--- src/rtl/game_ctrl_pkg.sv ---
// Shared constants for the crossy-road game sequencer and its consumers.
// Latency: n/a (constants and an elaboration-time helper only).
// Backpressure: n/a.
package game_ctrl_pkg;

  // Game state encoding, also decoded by the renderer
  localparam logic [1:0] ST_IDLE = 2'd0;
  localparam logic [1:0] ST_RUN  = 2'd1;
  localparam logic [1:0] ST_HIT  = 2'd2;
  localparam logic [1:0] ST_OVER = 2'd3;

  // Default timing at a 25 MHz pixel clock
  localparam int DEF_DEBOUNCE_CYCLES = 250000;
  localparam int DEF_HIT_FRAMES      = 60;
  localparam int DEF_OVER_FRAMES     = 30;
  localparam int DEF_LIVES           = 3;

  // Frame counter width: at least 6 bits so bit 3 drives the hit flash,
  // wider only when the longer frame interval needs it.
  function automatic int frame_cnt_w(input int hit_frames, input int over_frames);
    int max_frames;
    int w;
    max_frames = (hit_frames > over_frames) ? hit_frames : over_frames;
    w = $clog2(max_frames + 1);
    return (w < 6) ? 6 : w;
  endfunction

endpackage

--- src/rtl/btn_debounce.sv ---
// Button conditioner: 2-flop synchroniser, stability counter, rising-edge pulse.
// Latency: 2 + DEBOUNCE_CYCLES cycles from a stable raw edge to btn_db/btn_rise.
// Backpressure: none; btn_rise is a single-cycle pulse with no handshake.
module btn_debounce
  import game_ctrl_pkg::*;
#(
  parameter int DEBOUNCE_CYCLES = DEF_DEBOUNCE_CYCLES
) (
  input  logic clk,
  input  logic reset_n,
  input  logic btn_raw,
  output logic btn_db,
  output logic btn_rise
);

  localparam int CW = $clog2(DEBOUNCE_CYCLES + 1);
  localparam logic [CW-1:0] CNT_LAST = CW'(DEBOUNCE_CYCLES - 1);

  logic          sync_q1;
  logic          sync_q2;
  logic [CW-1:0] stable_cnt;

  // Bring the asynchronous button into the clk domain
  always_ff @(posedge clk or negedge reset_n) begin
    if (!reset_n) begin
      sync_q1 <= 1'b0;
      sync_q2 <= 1'b0;
    end else begin
      sync_q1 <= btn_raw;
      sync_q2 <= sync_q1;
    end
  end

  // Count consecutive samples that disagree with btn_db; any agreeing sample restarts the count
  always_ff @(posedge clk or negedge reset_n) begin
    if (!reset_n) begin
      stable_cnt <= '0;
      btn_db     <= 1'b0;
      btn_rise   <= 1'b0;
    end else if (sync_q2 == btn_db) begin
      stable_cnt <= '0;
      btn_rise   <= 1'b0;
    end else if (stable_cnt == CNT_LAST) begin
      stable_cnt <= '0;
      btn_db     <= sync_q2;
      btn_rise   <= sync_q2;
    end else begin
      stable_cnt <= stable_cnt + 1'b1;
      btn_rise   <= 1'b0;
    end
  end

endmodule

--- src/rtl/game_ctrl.sv ---
// Game sequencer (IDLE/RUN/HIT/OVER) gating the scroll datapath; optional lives via GAME_CTRL_LIVES_EN.
// Latency: all outputs registered, one cycle after the causing input is sampled.
// Backpressure: none; collision wins over every other event while in RUN.
module game_ctrl
  import game_ctrl_pkg::*;
#(
  parameter int DEBOUNCE_CYCLES = DEF_DEBOUNCE_CYCLES,
  parameter int HIT_FRAMES      = DEF_HIT_FRAMES,
  parameter int OVER_FRAMES     = DEF_OVER_FRAMES,
  parameter int LIVES           = DEF_LIVES
) (
  input  logic       clk,
  input  logic       reset_n,
  input  logic       btn_raw,
  input  logic       collision,
  input  logic       frame_tick,
  output logic       scroll_en,
  output logic       scroll_reset,
  output logic [1:0] state,
  output logic       game_over,
  output logic       flash,
  output logic [1:0] lives
);

  localparam int FW = frame_cnt_w(HIT_FRAMES, OVER_FRAMES);
  localparam logic [FW-1:0] HIT_LAST = FW'(HIT_FRAMES - 1);
  localparam logic [FW-1:0] OVER_SAT = FW'(OVER_FRAMES);
  localparam logic [FW-1:0] CNT_MAX  = '1;

  logic          btn_db;
  logic          btn_rise;
  logic [1:0]    state_nxt;
  logic [FW-1:0] frame_cnt;
  logic [FW-1:0] frame_cnt_nxt;
  logic          lives_gt1;

  btn_debounce #(
    .DEBOUNCE_CYCLES(DEBOUNCE_CYCLES)
  ) u_btn_debounce (
    .clk     (clk),
    .reset_n (reset_n),
    .btn_raw (btn_raw),
    .btn_db  (btn_db),
    .btn_rise(btn_rise)
  );

`ifdef GAME_CTRL_LIVES_EN
  logic [1:0] lives_q;

  assign lives     = lives_q;
  assign lives_gt1 = (lives_q > 2'd1);

  // Reload lives whenever IDLE is entered or held; lose one per survived hit
  always_ff @(posedge clk or negedge reset_n) begin
    if (!reset_n) begin
      lives_q <= 2'(LIVES);
    end else if (state_nxt == ST_IDLE) begin
      lives_q <= 2'(LIVES);
    end else if (state == ST_HIT && state_nxt == ST_RUN && lives_gt1) begin
      lives_q <= lives_q - 2'd1;
    end
  end
`else
  // Single life: every hit ends the game
  assign lives     = 2'd1;
  assign lives_gt1 = 1'b0;
`endif

  // Next-state and frame-counter logic; the counter saturates and never wraps
  always_comb begin
    state_nxt     = state;
    frame_cnt_nxt = frame_cnt;
    case (state)
      ST_IDLE: begin
        frame_cnt_nxt = '0;
        if (btn_rise) state_nxt = ST_RUN;
      end
      ST_RUN: begin
        if (collision) begin
          state_nxt     = ST_HIT;
          frame_cnt_nxt = '0;
        end
      end
      ST_HIT: begin
        if (frame_tick) begin
          if (frame_cnt == HIT_LAST) begin
            state_nxt     = lives_gt1 ? ST_RUN : ST_OVER;
            frame_cnt_nxt = '0;
          end else if (frame_cnt != CNT_MAX) begin
            frame_cnt_nxt = frame_cnt + 1'b1;
          end
        end
      end
      ST_OVER: begin
        // Saturation is judged on the registered count, so a tick that
        // saturates in the same cycle as the press does not admit it.
        if (btn_rise && frame_cnt >= OVER_SAT) begin
          state_nxt     = ST_IDLE;
          frame_cnt_nxt = '0;
        end else if (frame_tick && frame_cnt < OVER_SAT) begin
          frame_cnt_nxt = frame_cnt + 1'b1;
        end
      end
      default: begin
        state_nxt     = ST_IDLE;
        frame_cnt_nxt = '0;
      end
    endcase
  end

  // State and registered outputs
  always_ff @(posedge clk or negedge reset_n) begin
    if (!reset_n) begin
      state        <= ST_IDLE;
      frame_cnt    <= '0;
      scroll_en    <= 1'b0;
      scroll_reset <= 1'b1;
      game_over    <= 1'b0;
      flash        <= 1'b0;
    end else begin
      state        <= state_nxt;
      frame_cnt    <= frame_cnt_nxt;
      // Follows btn_db a cycle late in RUN; a collision cuts it off at once
      scroll_en    <= (state == ST_RUN) && !collision && btn_db;
      scroll_reset <= (state_nxt == ST_IDLE);
      game_over    <= (state_nxt == ST_OVER);
      flash        <= (state_nxt == ST_HIT) && frame_cnt_nxt[3];
    end
  end

endmodule

--- config.mk ---
export PLATFORM = sky130hd
export DESIGN_NAME = game_ctrl
export DESIGN_NICKNAME = d
export VERILOG_FILES = /design/src/rtl/game_ctrl_pkg.sv /design/src/rtl/btn_debounce.sv /design/src/rtl/game_ctrl.sv
export SDC_FILE = /design/constraint.sdc
export NUM_CORES = 1
export LEC_CHECK = 0
export ABC_CLOCK_PERIOD_IN_PS = 2100
export CAP_MARGIN = 30
export CORE_UTILIZATION = 40
export CTS_BUF_LIST = sky130_fd_sc_hd__clkbuf_8
export DETAILED_ROUTE_END_ITERATION = 12
export SLEW_MARGIN = 20
export SYNTH_ARGS = -nofsm -noshare
export SYNTH_HDL_FRONTEND = slang
export SYNTH_SLANG_ARGS = --single-unit
--- constraint.sdc ---
create_clock -name clk -period 2.1 [get_ports clk]
set_input_delay 0.42 -clock clk [delete_from_list [all_inputs] [get_ports clk]]
set_output_delay 0.42 -clock clk [all_outputs]
set_load 0.02 [all_outputs]
Yosys cells after proc, flatten, opt, wreduce, memory -nomap -nowiden
Cells that the tools add are included.
{ "word_totals": {"register_bits": 34, "input_bits": 5, "out_inout_bits": 8, "word_cells": 57} }
{ "op_classes": {"n_addsub": 2, "order_cmp": 2, "eq_ne": 13, "mux": 17, "n_bitwise": 1, "n_reduce_logical": 10} }
{ "op_table": {"columns": ["op", "n"], "rows": [
  ["18-bit two-way mux", 2],
  ["6-bit two-way mux", 6],
  ["6-bit one-hot mux with 4 select lines", 1],
  ["18-bit by 1-bit adder with 18-bit output, second input constant", 1],
  ["18-bit == test, second input constant", 1],
  ["2-bit two-way mux", 5],
  ["2-bit == test, second input constant", 4],
  ["2-bit one-hot mux with 4 select lines", 1],
  ["6-bit by 1-bit adder with 6-bit output, second input constant", 1],
  ["6-bit == test, second input constant", 1],
  ["6-bit by 5-bit >= comparator with 1-bit output, second input constant", 1],
  ["6-bit by 5-bit less-than comparator with 1-bit output, second input constant", 1],
  ["3-bit inequality test, second input constant", 2],
  ["6-bit inequality test, second input constant", 1],
  ["1-bit logical AND", 5],
  ["2-bit zero test", 2],
  ["2-bit inequality test, second input constant", 2],
  ["4-bit AND reduction", 1],
  ["2-bit by 1-bit == test with 1-bit output, second input constant", 1],
  ["1-bit two-way mux", 2],
  ["2-bit AND reduction", 1],
  ["1-bit == test", 1],
  ["1-bit zero test", 1],
  ["1-bit inverter", 1]
]} }

Logic depth before layout (Yosys ltp)
Gate-level depths: netlist of run 1.
{ "depth": {"ltp_word": 6, "ltp_mapped": 7} }

Hierarchy
Synthesis of run 1 repeated with hierarchy kept, for this count alone.
{ "unflattened": {"cells_unflattened": 184, "hier_area_um2": 1825.5} }
{ "modules_own_cells": {"columns": ["module", "n_inst", "cells_each", "area_each_um2", "seq_area_each_um2"], "rows": [
  ["btn_debounce", 1, 100, 1059.8, 550.5],
  ["game_ctrl", 1, 84, 765.7, 301.5]
]} }

Least setup slack after synthesis of run 1
OpenSTA, ideal clock, no wires.
{ "synth_timing": {"path_type": "register to register", "startpoint": "register frame_cnt[1]", "endpoint": "register frame_cnt[2]", "setup_ps": 126, "t_arrival_ps": 1665, "path_slack_ps": 309, "path_stages_with_launch": 7, "path_buffers": 0, "cell_sequence": "dfrtp_1 > ha_1 > nand3_1 > nor3b_2 > o31ai_2 > and3b_1 > a221o_1"} }
{ "synth_via": {"elab_chain_cells": 5, "elab_cells_between_ends": 16, "cone_classes": "1 x add/sub; 2 x order compare; 4 x eq/ne; 6 x mux; 3 x reduce/logical"} }
{ "synth_lines": {"columns": ["item", "line_no", "rtl"], "rows": [
  ["start, declared", "game_ctrl.sv:33", "logic [FW-1:0] frame_cnt;"],
  ["start signal, assigned", "game_ctrl.sv:122", "frame_cnt <= frame_cnt_nxt;"],
  ["6-bit by 1-bit adder with 6-bit output", "game_ctrl.sv:90, game_ctrl.sv:101", null],
  ["6-bit two-way mux", "game_ctrl.sv:89", "end else if (frame_cnt != CNT_MAX) begin"],
  ["6-bit two-way mux", "game_ctrl.sv:86", "if (frame_cnt == HIT_LAST) begin"],
  ["6-bit two-way mux", "game_ctrl.sv:85", "if (frame_tick) begin"],
  ["6-bit one-hot mux with 4 select lines", "game_ctrl.sv:73", "case (state)"]
]} }
Parallel ways exist; a longest one is shown, timed or not. The select of a mux whose other input is x is not followed.
A chain may end at the register's enable or synchronous reset.

Worst setup path in the final report of run 1
{ "layout_timing": {"startpoint": "register state[0]", "endpoint": "output port state[0]"} }
{ "layout_lines": {"columns": ["item", "line_no", "rtl"], "rows": [
  ["start, declared", "game_ctrl.sv:19", "output logic [1:0] state,"],
  ["start signal, assigned", "game_ctrl.sv:121", "state <= state_nxt;"]
]} }
No word-level cell between the ends.

==> flow_metrics.py, run 1 <==
metrics = {
    "place": {
        "place_ws_ns": 0.0896,
        "io_buffers": 10,
        "dpl.hpwl_um": 2610,
        "gp_congestion": 0.876,
    },
    "yosys": {
        "synth_area_mm2": 0.00180,
        "synth.avg_cell_area_um2": 9.69,
        "synth_xor_area_frac": 0.0826,
        "synth-simple-area-share": 0.267,
        "synth-adder-area-share": 0.0208,
        "synth-compound-area-share": 0.109,
        "postSynthCellCount": 186,
        "synth.distinct_cells": 47,
        "yosysWarnings": 0,
        "synth_fp_nets": 194,
        "ys.flop_type": "dfrtp_1",
        "synth-seq-area-share": 0.473,
        "ys_ff_latch": 34,
        "synth_async_sr_flop_share": 1.00,
        "synth_top_family_by_area": "simple AND/OR/NAND/NOR gates",
        "synth_edf_count": 0,
        "muxShareOfSynthArea": 0.00625,
    },
    "worst_hold_path": {
        "holdCritPathClass": "reg2reg",
    },
    "floorplanning": {
        "rows": 24,
        "die_height_um": 69.1,
        "core_area_mm2": 0.00435,
        "io_pins": 13,
        "die-area_mm2": 0.00478,
        "start_util": 0.414,
        "die_w_um": 69.1,
    },
    "clocking": {
        "clk_pin_slew_ns": 0.07,
        "ctsHoldBuffers": 0,
        "cts.sinks": 34,
        "numCtsBuffers": 5,
        "postCtsSetupRepairBufs": 0,
        "cts.path.max_buffers": 2,
        "h-tree-depth": 2,
        "cts_resized": 0,
        "cts_tree": "built",
        "cts-root-buf": "clkbuf_8",
        "clock_latency_ns": 0.28,
    },
    "worst_setup_path": {
        "worstPathMaxFanout": 13,
        "crit_arrival_ns": 1.55,
        "crit_path_top_delay_cell": "clkdlybuf4s50_1",
        "crit_required_ns": 1.68,
        "worstPathCellList": "clkdlybuf4s50_1",
        "crit_family": "buffers and inverters",
        "end_kind": "primary output",
        "worst-setup-path-type": "reg2out",
        "cp-start-kind": "flip-flop",
        "cp_num_buf_inv": 1,
        "slowest_delay_ns": 0.68,
    },
    "detailed_routing": {
        "ant_nets": 0,
        "drtPass1Iterations": 4,
        "wirelength_um": 3590,
        "drt-vias-per-instance": 5.61,
        "dr.first_iter.drc_count": 46,
        "wire_per_inst_um": 14.1,
        "via_count": 1424,
        "route.detailed.drc": 0,
    },
    "final_layout": {
        "final_common_cell": "dfrtp_1",
        "layout_common_cells": "dfrtp_1, nor2_1, nand3_1",
        "fin_util": 0.473,
        "drive_gt1_frac": 0.109,
        "final_net_count": 209,
        "diodes": 0,
        "area_growth_pct": 14.3,
        "n_fill_cell": 403,
    },
    "sta": {
        "whs_ns": 0.364,
        "setup_ws_ns": 0.127,
        "rsz0062_at_grt": "false",
        "slew_viol_final": 0,
        "setup_viol": 0,
        "hold_viol_final": 0,
        "fin_crit_sh": 0.940,
        "fmax_mhz": 507,
        "fin_crit_ns": 1.97,
        "tns_ns": 0,
        "fin_skew_ns": 0.00467,
    },
    "grt": {
        "antenna_found_initial": 0,
        "track_usage": 0.165,
        "grt_max_degree": 35,
        "overflow": 0,
        "grt_first_pass_wirelength_um": 6290,
        "grt_pass1_vias": 1390,
    },
    "run": {
        "drv_cap": 0,
    },
    "power_and_ir_drop": {
        "ir_drop_v": 0.000317,
        "power_density_mw_per_mm2": 837,
        "leakage_nw": 0.924,
    },
    "run_status": {
        "outcome": "complete, no violations",
    },
}
-- cells by family after synthesis --
kind of cell    after synthesis
fa+ha+maj                     3
other cells                   2
xor+xnor                     17
buf+inv                      12
simple gates                 90
compound gates               27
flops                        34
mux                           1
-- power by group --
group	internal, mW	switching, mW	leakage, nW
Sequential	0.724	0.121	0.451
Combinational	0.187	0.195	0.426
Clock	0.263	0.234	0.0472
-- Yosys cell counts (2+ instances only) --
cell | number | share of area
dfrtp_1 | 33 | 0.46
nor2_1 | 27 | 0.056
nand3_1 | 12 | 0.033
nand2_1 | 11 | 0.023
xnor2_1 | 9 | 0.044
xor2_1 | 8 | 0.039
and3_1 | 7 | 0.024
nor4_1 | 6 | 0.021
a21oi_1 | 5 | 0.014
buf_2 | 5 | 0.014
nand4_1 | 5 | 0.017
o21ai_0 | 5 | 0.014
nor3_1 | 4 | 0.011
and4_1 | 3 | 0.015
ha_1 | 3 | 0.021
inv_1 | 3 | 0.0062
nor3b_1 | 3 | 0.012
a211o_1 | 2 | 0.0097
a31oi_1 | 2 | 0.0069
and3b_1 | 2 | 0.0097
buf_4 | 2 | 0.0083
conb_1 | 2 | 0.0042
nor2b_1 | 2 | 0.0069
o21ai_1 | 2 | 0.0056
-- cell type report --
class                      count  area (um^2)  share of cell area
inverter                       3         11.3             0.00547
clock inverter                 2         12.5             0.00608
sequential                    34          852               0.414
multi-input combinational    140          883               0.429
clock buffer                   6         82.6              0.0401
tap                           52         65.1              0.0316
timing repair buffer          17          153              0.0741
-- path summary, 6_finish.rpt --
kind                                                  start                                      end  slack, ns  depth (start not counted)
setup / recovery                         state[0]$_DFF_PN0_                                 state[0]       0.13                          1
hold / removal             u_btn_debounce.sync_q1$_DFF_PN0_         u_btn_debounce.sync_q2$_DFF_PN0_       0.36                          0
setup reg to reg                   frame_cnt[0]$_DFFE_PN0P_                 frame_cnt[4]$_DFFE_PN0P_       0.15                          6
hold reg to reg            u_btn_debounce.sync_q1$_DFF_PN0_         u_btn_debounce.sync_q2$_DFF_PN0_       0.36                          0
max in group asynchronous                           reset_n                   scroll_reset$_DFF_PN1_       1.23                          2
min in group asynchronous                           reset_n  u_btn_debounce.stable_cnt[15]$_DFF_PN0_       0.53                          2
-- stage by stage --
stage | cell area, um^2 | power [mW] | cells
2_1_floorplan | 1800 | 1.08 | 186
3_3_place_gp | 1960 | 1.22 | 246
3_5_place_dp | 1960 | 1.24 | 246
4_1_cts | 2060 | 1.74 | 254
5_1_grt | 2060 | 1.83 | 254
6_report | 2060 | 1.72 | 254
-- routing by layer --
metal  routed length, um  vias to the layer above  track usage
met3                 117                        7       0.0453
met1                1610                      699        0.197
li1                    -                      691            -
met2                1810                       27        0.278
met5                   0                        -            0
met4                  55                        0       0.0680
-- flip-flops by register name, indices dropped and copies added, names as in the netlist --
name	count
frame_cnt	6
u_btn_debounce.stable_cnt	18
u_btn_debounce.btn_rise	1
u_btn_debounce.sync_q2	1
u_btn_debounce.sync_q1	1
flash	1
state	2
scroll_en	1
u_btn_debounce.btn_db	1
game_over	1
scroll_reset	1
No activity file was read; power rests on OpenSTA's default activity.
==> run 2, diff against run 1 <==
--- a/config.mk
+++ b/config.mk
@@ -7,7 +7,7 @@
 export LEC_CHECK = 0
 export ABC_CLOCK_PERIOD_IN_PS = 2100
 export CAP_MARGIN = 30
-export CORE_UTILIZATION = 40
+export CORE_UTILIZATION = 35
 export CTS_BUF_LIST = sky130_fd_sc_hd__clkbuf_8
 export DETAILED_ROUTE_END_ITERATION = 12
 export SLEW_MARGIN = 20
==> run 2 against run 1 <==
  * Cell count is 6.7% higher
  * Via count is 2.6% lower
  * Setup slack better by 0.037 ns
  * Highest routed layer unchanged
  * Critical path type is now reg2reg
  * Fmax is 1.9% higher
  * Register-to-register slack hardly changed
  * Count of clock-buffer cells in the layout stayed put
  * Sequential share of layout area is 1.6 points lower
  * Critical endpoint is now frame_cnt[2]$_DFFE_PN0P_
==> flow_metrics.py, run 2 (synthesis gave the netlist of run 1 again) <==
metrics = {
    "detailed_routing": {
        "wirelength_um": 3570,
        "via_count": 1387,
        "drtPass1Iterations": 4,
        "route.detailed.drc": 0,
        "wire_per_inst_um": 13.2,
        "drt-vias-per-instance": 5.12,
        "dr.first_iter.drc_count": 40,
        "ant_nets": 0,
    },
    "grt": {
        "track_usage": 0.151,
        "grt_max_degree": 35,
        "grt_first_pass_wirelength_um": 6220,
        "grt_pass1_vias": 1304,
        "overflow": 0,
        "antenna_found_initial": 0,
    },
    "final_layout": {
        "top_regs": "u_btn_debounce.stable_cnt x18, frame_cnt x6, state x2",
        "area_growth_pct": 18.8,
        "largest_register_ffs": 18,
        "final_net_count": 211,
        "largest-register": "u_btn_debounce.stable_cnt",
        "n_fill_cell": 451,
        "fin_util": 0.442,
        "diodes": 0,
        "drive_gt1_frac": 0.118,
        "layout_common_cells": "dfrtp_1, nor2_1, nand3_1",
        "final_common_cell": "dfrtp_1",
    },
    "sta": {
        "whs_ns": 0.352,
        "hold_viol_final": 0,
        "rsz0062_at_grt": "false",
        "slew_viol_final": 0,
        "fin_crit_ns": 1.94,
        "setup_viol": 0,
        "fin_skew_ns": 0.00735,
        "fin_crit_sh": 0.922,
        "tns_ns": 0,
        "fmax_mhz": 516,
    },
    "floorplanning": {
        "core_area_mm2": 0.00485,
        "die_height_um": 73.8,
        "io_pins": 13,
        "die-area_mm2": 0.00544,
        "rows": 25,
        "start_util": 0.372,
        "die_w_um": 73.8,
    },
    "clocking": {
        "ctsHoldBuffers": 0,
        "numCtsBuffers": 5,
        "cts.path.max_buffers": 2,
        "cts-root-buf": "clkbuf_8",
        "postCtsSetupRepairBufs": 0,
        "cts.sinks": 34,
        "cts_tree": "built",
        "h-tree-depth": 2,
        "cts_resized": 0,
        "clock_latency_ns": 0.28,
        "clk_pin_slew_ns": 0.07,
    },
    "worst_setup_path": {
        "crit_arrival_ns": 2.09,
        "crit_family": "compound AO/OA/AOI/OAI gates",
        "rrSetupSlack_ns": 0.16,
        "end_kind": "flip-flop",
        "worst-setup-path-type": "reg2reg",
        "cp-start-kind": "flip-flop",
        "crit_required_ns": 2.26,
        "timing.rr.end": "frame_cnt[2]$_DFFE_PN0P_",
        "worstPathMaxFanout": 5,
        "worstPathCellList": "buf_4, and4_1, a211o_1, a21oi_2, nand2_2, a221o_1",
        "r2r_cells": 6,
        "cp_num_buf_inv": 1,
        "crit_path_top_delay_cell": "dfrtp_1",
        "worstReg2RegStart": "frame_cnt[1]$_DFFE_PN0P_",
        "slowest_delay_ns": 0.43,
    },
    "power_and_ir_drop": {
        "leakage_nw": 0.957,
        "power_density_mw_per_mm2": 921,
        "ir_drop_v": 0.000447,
        "finalPower_mw": 1.97,
    },
    "worst_hold_path": {
        "worstHoldStart": "u_btn_debounce.sync_q1$_DFF_PN0_",
        "holdPathStages": 0,
        "hold_path_end": "u_btn_debounce.sync_q2$_DFF_PN0_",
        "holdCritPathClass": "reg2reg",
    },
    "run_status": {
        "outcome": "complete, no violations",
    },
    "run": {
        "drv_cap": 0,
    },
    "place": {
        "io_buffers": 10,
        "dpl.hpwl_um": 2430,
        "gp_congestion": 0.770,
    },
}
-- run 2: per-stage QoR --
stage	cell area [um^2]	std cells	setup WS, ns
floorplan	1800	186	0.309
global placement	2000	263	0.145
detailed placement	2000	263	0.113
CTS	2140	271	0.174
global route	2140	271	0.101
finish	2140	271	0.164
-- run 2: layer usage --
metal / up-vias / GRT usage / wire (um) / share of wire
met5: - / 0 / 0 / 0
met3: 2 / 0.0343 / 99 / 0.028
met2: 18 / 0.222 / 1610 / 0.45
met1: 674 / 0.217 / 1830 / 0.51
li1: 693 / - / - / -
met4: 0 / 0.0577 / 34 / 0.0095
-- run 2: where the power goes --
part	internal [mW]	switching, mW
Combinational	0.193	0.208
Clock	0.506	0.233
Sequential	0.724	0.107
-- run 2: final cells by class --
| cell class | instances | area [um^2] | area share |
|---|---|---|---|
| clock buffers | 6 | 82.6 | 0.0386 |
| clock inverters | 2 | 60.1 | 0.0281 |
| inverters | 3 | 11.3 | 0.00526 |
| multi-input cells | 140 | 883 | 0.413 |
| well taps | 67 | 83.8 | 0.0392 |
| flip-flops and latches | 34 | 852 | 0.398 |
| repair buffers | 19 | 168 | 0.0783 |
-- run 2: how the worst max path moves through the flow --
stage                                   startpoint                        to  cells past startpoint
after floorplan           frame_cnt[1]$_DFFE_PN0P_  frame_cnt[2]$_DFFE_PN0P_                      6
after global placement                   collision  frame_cnt[2]$_DFFE_PN0P_                      6
after detailed placement                frame_tick  frame_cnt[4]$_DFFE_PN0P_                      5
after CTS                       state[0]$_DFF_PN0_                  state[0]                      1
after global routing            state[0]$_DFF_PN0_                  state[0]                      1
final                     frame_cnt[1]$_DFFE_PN0P_  frame_cnt[2]$_DFFE_PN0P_                      6
-- run 2: worst reg2reg max path, delay by kind of cell (launching register included) --
family | cells | cell delay [ns]
compound gates | 3 | 0.89
buf+inv | 1 | 0.18
flops | 1 | 0.43
simple gates | 2 | 0.32
